--- config.mk ---
export PLATFORM = sky130hd
export DESIGN_NAME = comparator_4bit
export DESIGN_NICKNAME = d
export VERILOG_FILES = /design/src/rtl/comparator_4bit.sv
export SDC_FILE = /design/constraint.sdc
export NUM_CORES = 1
export LEC_CHECK = 0
export ABC_CLOCK_PERIOD_IN_PS = 1100
export BUFFER_PORTS_ARGS = -buffer_cell sky130_fd_sc_hd__buf_4
export CAP_MARGIN = 20
export CORE_AREA = 5 5 42 44
export DETAILED_ROUTE_END_ITERATION = 12
export DIE_AREA = 0 0 47 49
export SLEW_MARGIN = 15
export SYNTH_ARGS = -nofsm -noshare
export SYNTH_HDL_FRONTEND = slang
export SYNTH_SLANG_ARGS = --single-unit
--- constraint.sdc ---
create_clock -name clk -period 1.1 [get_ports clk]
set_input_delay 0.055 -clock clk [delete_from_list [all_inputs] [get_ports clk]]
set_output_delay 0.055 -clock clk [all_outputs]
set_load 0.01 [all_outputs]
--- src/rtl/comparator_4bit.sv ---
// Registered magnitude comparator with selectable signed/unsigned mode and a one-cycle valid pipe.
// Optional |A-B| output port "diff" is built only when COMP_DIFF_EN is defined.
module comparator_4bit #(
  parameter int WIDTH = 4
) (
  input  logic             clk,
  input  logic             rst,
  input  logic             in_valid,
  input  logic             is_signed,
  input  logic [WIDTH-1:0] w0,
  input  logic [WIDTH-1:0] w1,
  output logic             out_valid,
  output logic             less,
  output logic             equal,
  output logic             greater
`ifdef COMP_DIFF_EN
  ,
  output logic [WIDTH-1:0] diff
`endif
);

  // ready_q blocks the edge on which reset is released from taking a sample
  logic ready_q, ready_d;
  logic out_valid_q, out_valid_d;
  logic less_q, less_d;
  logic equal_q, equal_d;
  logic greater_q, greater_d;
  logic signed [WIDTH:0] a_ext_s, b_ext_s;
  logic lt_s, eq_s, sample_s;
`ifdef COMP_DIFF_EN
  logic [WIDTH-1:0] diff_q, diff_d;
  logic [WIDTH-1:0] mag_s;
`endif

  // Operand compare: one extra bit carries sign-extension in signed mode, zero otherwise
  always_comb begin
    a_ext_s = $signed({is_signed & w0[WIDTH-1], w0});
    b_ext_s = $signed({is_signed & w1[WIDTH-1], w1});
    eq_s    = (w0 == w1);
    lt_s    = (a_ext_s < b_ext_s);
  end

`ifdef COMP_DIFF_EN
  // Magnitude is below 2**WIDTH in both modes, so modulo subtraction is exact
  always_comb begin
    mag_s = {WIDTH{1'b0}};
    if (lt_s) begin
      mag_s = w1 - w0;
    end else begin
      mag_s = w0 - w1;
    end
  end
`endif

  // Next-state: capture on an accepted sample, otherwise hold the last result
  always_comb begin
    sample_s    = in_valid & ready_q;
    ready_d     = 1'b1;
    out_valid_d = sample_s;
    less_d      = less_q;
    equal_d     = equal_q;
    greater_d   = greater_q;
`ifdef COMP_DIFF_EN
    diff_d      = diff_q;
`endif
    if (sample_s) begin
      less_d    = lt_s;
      equal_d   = eq_s;
      greater_d = ~lt_s & ~eq_s;
`ifdef COMP_DIFF_EN
      diff_d    = mag_s;
`endif
    end else begin
      less_d    = less_q;
      equal_d   = equal_q;
      greater_d = greater_q;
`ifdef COMP_DIFF_EN
      diff_d    = diff_q;
`endif
    end
  end

  // State registers with asynchronous active-high reset
  always_ff @(posedge clk or posedge rst) begin
    if (rst) begin
      ready_q     <= 1'b0;
      out_valid_q <= 1'b0;
      less_q      <= 1'b0;
      equal_q     <= 1'b0;
      greater_q   <= 1'b0;
`ifdef COMP_DIFF_EN
      diff_q      <= {WIDTH{1'b0}};
`endif
    end else begin
      ready_q     <= ready_d;
      out_valid_q <= out_valid_d;
      less_q      <= less_d;
      equal_q     <= equal_d;
      greater_q   <= greater_d;
`ifdef COMP_DIFF_EN
      diff_q      <= diff_d;
`endif
    end
  end

  assign out_valid = out_valid_q;
  assign less      = less_q;
  assign equal     = equal_q;
  assign greater   = greater_q;
`ifdef COMP_DIFF_EN
  assign diff      = diff_q;
`endif

endmodule

=== After elaboration in Yosys (flattened, before gate mapping) ===
Index checks and enable logic that the tools add are counted.

* Magnitude comparators: 1
* Equal/unequal tests: 1
* Bitwise gates (word level): 6

{| class="wikitable"
|+ Operators by type and width
! kind !! count
|-
| $lt 5x5->1 || 1
|-
| $and 1x1->1 || 4
|-
| $eq 4x4->1 || 1
|-
| $not 1->1 || 2
|}

* Register bits: 5
* Bits of input ports: 12
* Logic and storage cells: 13

=== Longest topological paths before layout ===
* Word-level depth: 4
* Mapped depth: 6
* Mapped depth without buffers: 6

=== Worst setup path before layout ===
OpenSTA, ideal clock, no wires.

* Path kind: in2reg
* From: in w1[2]
* To: reg greater_q (netlist: greater)
* Library setup time: 0.120 ns
* Arrival time: 1.070 ns
* Setup slack: -0.090 ns
* Stages on the path: 6
* Path buffers: 0
* Cells stage by stage: inv_1 > ha_1 > a21oi_1 > o21ai_0 > a211o_1 > a41o_1

* Word-level cells in the longest chain between the ends: 3
* Elaborated cells between the ends (all ways): 5

{| class="wikitable"
|+ Ends and longest elaborated chain
! element !! RTL line !! RTL
|-
| start: declaration || 11 || <nowiki>input logic [WIDTH-1:0] w1,</nowiki>
|-
| $lt 5x5->1 / $eq 4x4->1 (equally long branches) || 40, 39 ||
|-
| $not 1->1 || 69 || <nowiki>greater_d = ~lt_s & ~eq_s;</nowiki>
|-
| $and 1x1->1 (*) || 69 ||
|-
| end signal: assignment || 99 || <nowiki>greater_q <= greater_d;</nowiki>
|-
| end: declaration || 27 || <nowiki>logic greater_q, greater_d;</nowiki>
|}

Every way passes the cells marked *; elsewhere a longest branch is shown, timed or not.
A chain may end at the register's enable or synchronous reset.

=== Worst setup path after layout ===
Same ends and word-level chain as after synthesis.

==> reports/metrics.csv <==
metric,value,unit
outcome,finished clean,
number of global-route vias before repair,267,
first-pass GRT wire length,1007,um
Max VDD drop,0.6974,mV
drt pass-1 iters,4,
Fill cells,157,
Post-Synthesis Cells,31,
#FFs+latches synth,5,
Synth warnings,0,
Die ar.,2303,um2
Total Power,568.9,uW
clock network fraction of total power,0.370,
crit path DAT,1.14,ns
"critical path, cell by cell",buf_4 -> inv_1 -> ha_4 -> a21oi_1 -> o21ai_0 -> a211o_1 -> a41o_1,
startpoint types,input port,
PwrDens,1193,nW/um2
"Seq/Total Area, Yosys",0.4348,
P_int,427.4,uW
Mapped Area,287.8,um2
number of top-level pins,16,
row cnt,14,
crit path max-delay cell type,a211o_1,
f_max,987.0,MHz
Routed Antenna Nets,0,
WS Path Type,in -> reg,
Critical path buffers and inverters,2,
post-route setup slack,0.08682,ns
gpl congestion,0.6762,
Area contributors post-synth,"dfrtp_1 (43%), ha_1 (17%), inv_1 (7.8%)",
Mean Syn Cell Area,9.283,um2
Starting Density,0.2054,
total of max-cap violations,0,
mean number of vias per cell,4.015,
share of layout cells above drive strength 1,0.3846,
I/O Buffers,15,
Placement Setup Slack,-0.1779,ns
CTS H-tree depth,1,
post-CTS sizing,0,
Netlist cell types,14,
CTS buffer count,3,
"Clk Latency, worst-skew pair",0.24,ns
Setup Viol. Count Final,0,
Reg2Reg Setup Slack,0.24,ns
GRT overflow,0,
leakage power,0.0002648,uW
Crit path required time,1.23,ns
clock-pin slew on the worst setup and hold paths,0.04,ns
initial antenna violation count,0,
n_diodes,0,
Longest Clk Path Bufs,2,
Worst Path Max Fanout,3,
WL final,628,um
crit-path leading delay family,compound AO/OA/AOI/OAI gates,
Clock Sinks,5,
fin util,0.3402,
unrepaired setup endpoints after global routing,false,
Synth Net Count,47,
CTS tree,yes,
worst hold path type,in -> reg,
Core ar.,1401,um2
Sw Share,0.2487,
Fin. Hold Viols,0,
DRC,0,
Iter 0 DRT Violations,4,
post-route setup TNS,0,ns
largest net degree at the start of global routing,6,
Vias,273,
Die Y,49,um
"Slew Viols, Final",0,
P&R area growth vs syn,65.65,%
Synth top area share,0.4348,
skew final,0.003206,ns
crit path time final,1.013,ns
CTS Root Buffer Type,clkbuf_4,
Die W,47,um
sw power,141.5,uW
GRT Overall Usage,0.06502,
Comb pwr share,0.258,
Critical Path End Type,flip-flop,
"slowest stage delay, CP",0.28,ns
hpwl dp,517,um
Yosys top cell by area,dfrtp_1,
Final Net Count,69,
Reg power frac,0.372,
period utilization,0.9211,
WL/cell,9.235,um
-- power by group through the flow --
stage,Combinational (uW),Clock (uW),Sequential [uW]
after floorplan,59.8,0,223
after global placement,145,0,215
after detailed placement,147,0,214
after CTS,150,222,212
after global routing,163,245,213
final,147,210,212
-- cells by family (layout without fill, tap and decap cells) --
family / Yosys count / in the layout / synth area share
AO/OA/AOI/OAI: 6 / 6 / 0.1391
XOR/XNOR: 1 / 1 / 0.03044
adder cells (fa/ha/maj): 4 / 4 / 0.1739
buffers and inverters: 6 / 27 / 0.07826
flip-flops: 5 / 5 / 0.4348
other: 1 / 1 / 0.01303
AND/OR/NAND/NOR: 8 / 8 / 0.1304
-- cells in the final DEF (no fill, tap or decap) --
master,n
a31oi_1,1
xor2_1,1
a21oi_1,1
ha_1,3
conb_1,1
nor2_1,1
and2_1,2
buf_4,16
inv_1,6
nand4_1,1
nand2_1,4
dlygate4sd3_1,1
ha_4,1
clkbuf_4,3
a211o_1,1
clkbuf_1,1
dfrtp_1,5
a41o_1,1
o21ai_0,2
-- state kept, by name, indices dropped and copies added (netlist names) --
register and count:
out_valid 1, less 1, ready_q 1, equal 1, greater 1
-- worst register-to-register path: stages, from the launching register on --
cell	delay, ns
dfrtp_1	0.31
nand2_1	0.08
and2_1	0.16
a41o_1	0.19
-- worst paths after layout --
kind | from | endpoint | cells after the start
setup / recovery | w1[2] | greater$_DFFE_PP0P_ | 7
hold / removal | in_valid | out_valid$_DFF_PP0_ | 3
setup reg to reg | ready_q$_DFF_PP0_ | greater$_DFFE_PP0P_ | 3
hold reg to reg | equal$_DFFE_PP0P_ | equal$_DFFE_PP0P_ | 2
max in group asynchronous | rst | ready_q$_DFF_PP0_ | 3
min in group asynchronous | rst | equal$_DFFE_PP0P_ | 3
-- timing repair --
action | in CTS | in global routing
setup endpoints to repair | 0 | 0
buffers inserted | 0 | 0
hold buffers | 1 | 0
hold endpoints to repair | 5 | 0
-- cell type report --
| cell class | count | area [um2] | area share |
|---|---|---|---|
| tap | 16 | 20.02 | 0.04199 |
| sequential | 5 | 125.1 | 0.2625 |
| inverter | 6 | 22.52 | 0.04724 |
| clock buffer | 4 | 26.28 | 0.05512 |
| timing repair buffer | 17 | 130.1 | 0.2730 |
| multi-input combinational | 20 | 152.6 | 0.3202 |
-- cell usage after synthesis, drive strengths merged --
cell / n
and2: 2
conb: 1
dfrtp: 5
a211o: 1
o21ai: 2
nand2: 4
xor2: 1
a21oi: 1
a31oi: 1
inv: 6
nor2: 1
ha: 4
nand4: 1
a41o: 1
-- metrics by stage --
stage / area, um2 / instances / hold WS [ns]
final: 476.7 / 68 / 0.1262
after CTS: 476.7 / 68 / 0.1217
after global placement: 440.4 / 63 / -0.03150
after floorplan: 300.3 / 31 / -0.1665
after detailed placement: 440.4 / 63 / -0.03034
after global routing: 476.7 / 68 / 0.1563
-- layer usage --
layer / vias to the layer above / GRT usage / wire (um)
met5: - / 0 / 0
met4: 0 / 0.04147 / 17
met3: 2 / 0.05904 / 84
met2: 14 / 0.08145 / 271
met1: 115 / 0.06889 / 255
li1: 142 / - / -
Power figures use the tool's default switching activity.
